[src/rtl/mdl_oob_pkg.sv]
// Shared definitions for the device-side OOB sequencer bench model:
// FSM state encoding, 8b/10b code groups and the ALIGNp primitive.
package mdl_oob_pkg;

    typedef enum logic [3:0] {
        ST_IDLE       = 4'd0,
        ST_CINIT      = 4'd1,
        ST_WAIT_CWAKE = 4'd2,
        ST_CWAKE      = 4'd3,
        ST_WAIT_REL   = 4'd4,
        ST_REL_CNT    = 4'd5,
        ST_ALIGN      = 4'd6,
        ST_LINKUP     = 4'd7,
        ST_FAIL       = 4'd8
    } oob_state_e;

    // Running-disparity-negative encodings
    localparam logic [9:0]  K28_5   = 10'b0011111010;
    localparam logic [9:0]  D10_2   = 10'b0101010101;
    localparam logic [9:0]  D27_3   = 10'b1101100011;
    localparam logic [39:0] ALIGN_P = {K28_5, D10_2, D10_2, D27_3};

    function automatic int unsigned max2(input int unsigned a, input int unsigned b);
        return (a > b) ? a : b;
    endfunction

endpackage

[src/rtl/mdl_oob_burst_timer.sv]
// Burst/idle generator: N_BURST repetitions of UIOOB cycles burst then
// i_idle_len cycles idle; o_done pulses in the last idle cycle.
module mdl_oob_burst_timer
    import mdl_oob_pkg::*;
#(
    parameter int unsigned UIOOB   = 160,
    parameter int unsigned N_BURST = 6,
    parameter int unsigned CNT_W   = 10
) (
    input  logic             i_clk,
    input  logic             i_rst,
    input  logic [CNT_W-1:0] i_idle_len,
    input  logic             i_start,
    input  logic             i_abort,
    output logic             o_burst_en,
    output logic             o_done
);

    localparam int unsigned BW = (N_BURST > 1) ? $clog2(N_BURST) : 1;

    logic             active_q, active_d;
    logic             burst_q, burst_d;
    logic [CNT_W-1:0] cnt_q, cnt_d;
    logic [BW-1:0]    nb_q, nb_d;
    logic             done;

    always_comb begin
        active_d = active_q;
        burst_d  = burst_q;
        cnt_d    = cnt_q;
        nb_d     = nb_q;
        done     = 1'b0;
        if (i_abort) begin
            active_d = 1'b0;
            burst_d  = 1'b0;
            cnt_d    = '0;
            nb_d     = '0;
        end else if (i_start) begin
            active_d = 1'b1;
            burst_d  = 1'b1;
            cnt_d    = '0;
            nb_d     = '0;
        end else if (active_q) begin
            if (burst_q) begin
                if (cnt_q == CNT_W'(UIOOB - 1)) begin
                    burst_d = 1'b0;
                    cnt_d   = '0;
                end else begin
                    cnt_d = cnt_q + 1'b1;
                end
            end else if (cnt_q == i_idle_len - 1'b1) begin
                cnt_d = '0;
                if (nb_q == BW'(N_BURST - 1)) begin
                    done     = 1'b1;
                    active_d = 1'b0;
                    nb_d     = '0;
                end else begin
                    burst_d = 1'b1;
                    nb_d    = nb_q + 1'b1;
                end
            end else begin
                cnt_d = cnt_q + 1'b1;
            end
        end
    end

    always_ff @(posedge i_clk) begin
        if (i_rst) begin
            active_q <= 1'b0;
            burst_q  <= 1'b0;
            cnt_q    <= '0;
            nb_q     <= '0;
        end else begin
            active_q <= active_d;
            burst_q  <= burst_d;
            cnt_q    <= cnt_d;
            nb_q     <= nb_d;
        end
    end

    assign o_burst_en = burst_q;
    assign o_done     = done;

endmodule

[src/rtl/mdl_oob_seq.sv]
// Device-side OOB sequencer: COMINIT/COMWAKE answer, release wait, ALIGNp until
// host ALIGN detected. Define MDL_OOB_SEQ_RETRY_EN to retry COMINIT after ALIGN timeouts.
module mdl_oob_seq
    import mdl_oob_pkg::*;
#(
    parameter int unsigned UIOOB         = 160,
    parameter int unsigned N_BURST       = 6,
    parameter int unsigned CINIT_IDLE    = 480,
    parameter int unsigned CWAKE_IDLE    = 160,
    parameter int unsigned RELEASE_WAIT  = 1024,
    parameter int unsigned ALIGN_TIMEOUT = 65536,
    parameter int unsigned MAX_RETRY     = 3
) (
    input  logic                           i_clk,
    input  logic                           i_rst,
    input  logic                           i_comfinish,
    input  logic                           i_comreset_det,
    input  logic                           i_comwake_dev,
    input  logic                           i_comwake_det,
    input  logic                           i_align_det,
    output logic                           o_burst_en,
    output logic                           o_align_en,
    output logic [3:0]                     o_state,
    output logic                           o_linkup,
    output logic                           o_fail,
    output logic [$clog2(MAX_RETRY+1)-1:0] o_retry_cnt
);

    localparam int unsigned CW  = $clog2(max2(max2(UIOOB, CINIT_IDLE),
                                              max2(CWAKE_IDLE, RELEASE_WAIT)) + 1);
    localparam int unsigned AW  = $clog2(ALIGN_TIMEOUT + 1);
    localparam int unsigned RTW = $clog2(MAX_RETRY + 1);

    oob_state_e    state_q, state_d;
    logic [CW-1:0] rel_q, rel_d;
    logic [AW-1:0] acnt_q, acnt_d, acnt_inc;
    logic          start_q, enter_pat, restart;
    logic          align_q, linkup_q, fail_q;
    logic          tmr_burst, tmr_done;
    logic [CW-1:0] idle_len;

`ifdef MDL_OOB_SEQ_RETRY_EN
    logic [RTW-1:0] retry_q, retry_d;
    assign o_retry_cnt = retry_q;
`else
    assign o_retry_cnt = '0;
`endif

    assign restart  = i_comfinish && i_comreset_det;
    assign acnt_inc = acnt_q + 1'b1;
    assign idle_len = (state_q == ST_CWAKE) ? CW'(CWAKE_IDLE) : CW'(CINIT_IDLE);

    always_comb begin
        state_d   = state_q;
        rel_d     = rel_q;
        acnt_d    = acnt_q;
        enter_pat = 1'b0;
`ifdef MDL_OOB_SEQ_RETRY_EN
        retry_d   = retry_q;
`endif
        if (restart) begin
            state_d   = ST_CINIT;
            rel_d     = '0;
            acnt_d    = '0;
            enter_pat = 1'b1;
`ifdef MDL_OOB_SEQ_RETRY_EN
            retry_d   = '0;
`endif
        end else begin
            unique case (state_q)
                ST_IDLE: ;
                ST_CINIT: if (tmr_done) state_d = ST_WAIT_CWAKE;
                ST_WAIT_CWAKE:
                    if (i_comfinish && i_comwake_dev) begin
                        state_d   = ST_CWAKE;
                        enter_pat = 1'b1;
                    end
                ST_CWAKE: if (tmr_done) state_d = ST_WAIT_REL;
                // The release counter counts observed low cycles of i_comwake_det,
                // so the first low cycle seen here already counts as one.
                ST_WAIT_REL:
                    if (!i_comwake_det) begin
                        state_d = ST_REL_CNT;
                        rel_d   = CW'(1);
                    end
                ST_REL_CNT:
                    if (i_comwake_det) begin
                        rel_d = '0;
                    end else if (rel_q == CW'(RELEASE_WAIT)) begin
                        state_d = ST_ALIGN;
                        rel_d   = '0;
                    end else begin
                        rel_d = rel_q + 1'b1;
                    end
                ST_ALIGN:
                    if (i_align_det) begin
                        state_d = ST_LINKUP;
                        acnt_d  = '0;
                    end else if (acnt_inc == AW'(ALIGN_TIMEOUT)) begin
                        acnt_d = '0;
`ifdef MDL_OOB_SEQ_RETRY_EN
                        if (retry_q < RTW'(MAX_RETRY)) begin
                            retry_d   = retry_q + 1'b1;
                            state_d   = ST_CINIT;
                            enter_pat = 1'b1;
                        end else begin
                            state_d = ST_FAIL;
                        end
`else
                        state_d = ST_FAIL;
`endif
                    end else begin
                        acnt_d = acnt_inc;
                    end
                ST_LINKUP: ;
                ST_FAIL: ;
                default: state_d = ST_IDLE;
            endcase
        end
    end

    always_ff @(posedge i_clk) begin
        if (i_rst) begin
            state_q  <= ST_IDLE;
            rel_q    <= '0;
            acnt_q   <= '0;
            start_q  <= 1'b0;
            align_q  <= 1'b0;
            linkup_q <= 1'b0;
            fail_q   <= 1'b0;
`ifdef MDL_OOB_SEQ_RETRY_EN
            retry_q  <= '0;
`endif
        end else begin
            state_q  <= state_d;
            rel_q    <= rel_d;
            acnt_q   <= acnt_d;
            start_q  <= enter_pat;
            align_q  <= (state_d == ST_ALIGN) || (state_d == ST_LINKUP);
            linkup_q <= (state_d == ST_LINKUP);
            fail_q   <= (state_d == ST_FAIL);
`ifdef MDL_OOB_SEQ_RETRY_EN
            retry_q  <= retry_d;
`endif
        end
    end

    mdl_oob_burst_timer #(
        .UIOOB  (UIOOB),
        .N_BURST(N_BURST),
        .CNT_W  (CW)
    ) u_timer (
        .i_clk     (i_clk),
        .i_rst     (i_rst),
        .i_idle_len(idle_len),
        .i_start   (start_q),
        .i_abort   (restart),
        .o_burst_en(tmr_burst),
        .o_done    (tmr_done)
    );

    assign o_burst_en = tmr_burst | align_q;
    assign o_align_en = align_q;
    assign o_state    = state_q;
    assign o_linkup   = linkup_q;
    assign o_fail     = fail_q;

endmodule

[config.mk]
export PLATFORM = sky130hd
export DESIGN_NAME = mdl_oob_seq
export DESIGN_NICKNAME = d
export VERILOG_FILES = /design/src/rtl/mdl_oob_pkg.sv /design/src/rtl/mdl_oob_burst_timer.sv /design/src/rtl/mdl_oob_seq.sv
export SDC_FILE = /design/constraint.sdc
export NUM_CORES = 1
export LEC_CHECK = 0
export ABC_AREA = 1
export BUFFER_PORTS_ARGS = -buffer_cell sky130_fd_sc_hd__buf_2
export CORE_ASPECT_RATIO = 1.2
export CORE_MARGIN = 2
export CORE_UTILIZATION = 30
export CTS_BUF_LIST = sky130_fd_sc_hd__clkbuf_2 sky130_fd_sc_hd__clkbuf_4 sky130_fd_sc_hd__clkbuf_8
export DETAILED_ROUTE_END_ITERATION = 12
export GPL_TIMING_DRIVEN = 1
export PLACE_DENSITY = 0.41
export SLEW_MARGIN = 20
export SYNTH_ARGS = -nofsm -noshare
export SYNTH_HDL_FRONTEND = slang
export SYNTH_HIERARCHICAL = 1
export SYNTH_SLANG_ARGS = --single-unit
export TNS_END_PERCENT = 20
[constraint.sdc]
create_clock -name i_clk -period 3.8 [get_ports i_clk]
set_clock_uncertainty 0.05 [all_clocks]
set_input_delay 0.19 -clock i_clk [delete_from_list [all_inputs] [get_ports i_clk]]
set_output_delay 0.19 -clock i_clk [all_outputs]
set_load 0.005 [all_outputs]
==> results.yml <==
floorplanning:
  start_util: 0.307
  die_area_um2: 13300
  core_area_um2: 12100
  ioPinCount: 17
  die_y_um: 126
  fp.dieW_um: 106
  num_rows: 44
placement:
  dp_hpwl_mm: 7.86
  dp_slack_ns: 0.489
  gp_congestion: 0.871
  portBuffers: 14
  post_dp_cell_area_um2: 4040
global_routing:
  antenna_found_initial: 0
  grt_pass1_wl_mm: 16.6
  grt_max_degree: 21
  grt-ovfl-total: 0
  grt.total_usage: 0.155
  grt_pass1_vias: 3414
clock_network:
  cts_buffers: 5
  cts_max_level: 2
  postCtsSetupBuffers: 0
  clockBufferDepth: 2
  clk_latency_ns: 0.32
  cts_tree: "done"
  clk_pin_slew_ns: 0.10
  cts_resized: 0
  cts_sinks: 52
  cts_hold_buffers: 0
  root_buffer: "clkbuf_8"
sta:
  layout_setup_ws_ns: 0.474
  setup_viol: 0
  relSlewSlack: 0.510
  fmax_mhz: 301
  rsz0062_at_grt: "false"
  maxSlewViolCount: 0
  setup_tns_ns: 0
  final-hold-violation-count: 0
  finalCritPeriodShare: 0.875
  fin_crit_ns: 3.33
  worstMarginPinSlew_ns: 0.734
synthesis:
  synth_edf_count: 0
  ys.flop_type: "dfxtp_1"
  yosysUniqueCellTypes: 35
  synth_top_area_cell: "dfxtp_1"
  synthCells: 614
  seq_area_frac_synth: 0.280
  synth_top_area_share: 0.280
  syn_area_per_cell_um2: 6.06
  synth-async-reset-ratio: 0
  yosys_warnings: 6
  netlist_area_um2: 3720
  synth-seq-cells: 52
  synth_area_leaders: "dfxtp_1 28%, nand2_1 19%, inv_1 8.3%"
worst_setup_path:
  crit_slowest_cell: "dfxtp_1"
  cp_common_cell: "nor2_1"
  criticalPathCategory: "reg2reg"
  endpoint_kind: "flip-flop"
  path_cells: "nand2_1, nor2_1, inv_1, inv_1, nor2_1, o21ai_0, nand2_1, nor2_1, nand3_1, nor2_1, nand2_1, nor4_1, nor2_1, a2111oi_0, nand2_1, inv_1, nand2_2, nand3_2, inv_1"
  crit_path_max_fanout: 10
  start_kind: "flip-flop"
  worst_ep_required_time_ns: 3.98
  cpPeakStageDelay_ns: 0.52
  arrival_ns: 3.51
route:
  drc: 0
  vias_per_cell: 4.49
  finalWirelength_mm: 9.94
  vias: 3657
  drtIter0Drc: 109
  dr.pass1.iters: 4
  wl_per_cell_um: 12.2
  antenna_left: 0
job:
  maxCapViolCount: 0
power_and_ir_drop:
  ir_worst_vdd_uv: 124
  p_leak_nw: 1.71
  p_per_area_nw_per_um2: 235
  total_power_mw: 0.974
layout:
  area_growth_pct: 11.1
  nFillCells: 1383
  mostFrequentLayoutCells: "186 x nand2_1, 82 x inv_1, 66 x nor2_1, 52 x dfxtp_1, 49 x nand3_1"
  antenna_cells: 0
  final_common_cell: "nand2_1"
  fin_area_um2: 4140
  drive_gt1_frac: 0.0949
  fin_util: 0.341
  fin_nets: 665
status:
  outcome: "complete, no violations"
min_path:
  min_path_type: "in2reg"
## per-stage QoR
step | instances | hold slack (ns)
6_report | 814 | 0.0381
5_1_grt | 814 | 0.0399
4_1_cts | 814 | 0.0259
3_5_place_dp | 807 | 0.383
3_3_place_gp | 807 | 0.381
2_1_floorplan | 645 | 0.209
## critical path, delay by kind of cell, from the launching register on
kind	cells	cell delay (ns)
flip-flops	1	0.52
AND/OR/NAND/NOR	13	1.75
buffers and inverters	4	0.42
AO/OA/AOI/OAI	2	0.48
## area by class of cell
class,count,area (um2),area share
inverters,84,315,0.0762
flip-flops and latches,52,1040,0.252
clock buffers,6,82.6,0.0200
repair buffers,14,70.1,0.0169
multi-input cells,496,2420,0.584
clock inverters,1,8.76,0.00212
well taps,161,201,0.0487
## final timing paths
| check | startpoint | end | slack (ns) | cells past startpoint |
|---|---|---|---|---|
| worst min register to register | acnt_q[16]$_SDFFE_PP0P_ | acnt_q[16]$_SDFFE_PP0P_ | 0.43 | 2 |
| worst min-delay path | i_rst | start_q$_SDFF_PP0_ | 0.04 | 2 |
| worst max-delay path | o_state[1]$_SDFF_PP0_ | o_align_en$_SDFF_PP0_ | 0.47 | 19 |
| worst max register to register | o_state[1]$_SDFF_PP0_ | o_align_en$_SDFF_PP0_ | 0.47 | 19 |
## report_power, final
part	leakage [nW]	switching, mW	internal (mW)	total [mW]
clock	0.0473	0.200	0.146	0.346
combinational	1.25	0.0561	0.0222	0.0783
sequential	0.419	0.00288	0.547	0.550
## synthesized netlist by cell type (3+ instances only)
cell	n
a21oi_1	41
buf_2	4
buf_4	3
clkbuf_1	5
dfxtp_1	52
ha_1	5
inv_1	82
nand2_1	186
nand2_2	8
nand3_1	49
nand3_2	6
nand3b_1	6
nand4_1	15
nor2_1	66
nor2_2	12
nor2_4	8
nor3_1	18
o21ai_0	10
xnor2_1	3
xor2_1	12
## metal layers
metal	wire [um]	GRT usage	up-vias	share of wire
li1	-	-	1997	-
met1	4450	0.186	1627	0.45
met2	5020	0.280	23	0.51
met3	258	0.0274	10	0.026
met4	215	0.0495	0	0.022
met5	0	0	-	0
## cells by family (layout without fill, tap and decap cells)
logic type	count (synthesis)	after routing	synth area share
xor gates and xnor gates	15	15	0.0353
adders and majority gates	5	5	0.0168
and+or+nand+nor	382	382	0.473
AOI/OAI and AO/OA	61	61	0.0904
DFF	52	52	0.280
other	2	33	0.00202
buffers and inverters	97	105	0.103
## flip-flops by register name, indices dropped and copies added (netlist names)
name                count
acnt_q                 17
u_timer/cnt_q          11
o_state                 4
rel_q                  11
u_timer/o_burst_en      1
u_timer/nb_q            3
o_align_en              1
u_timer/active_q        1
o_linkup                1
start_q                 1
o_fail                  1
(Power assumes the default switching activity.)
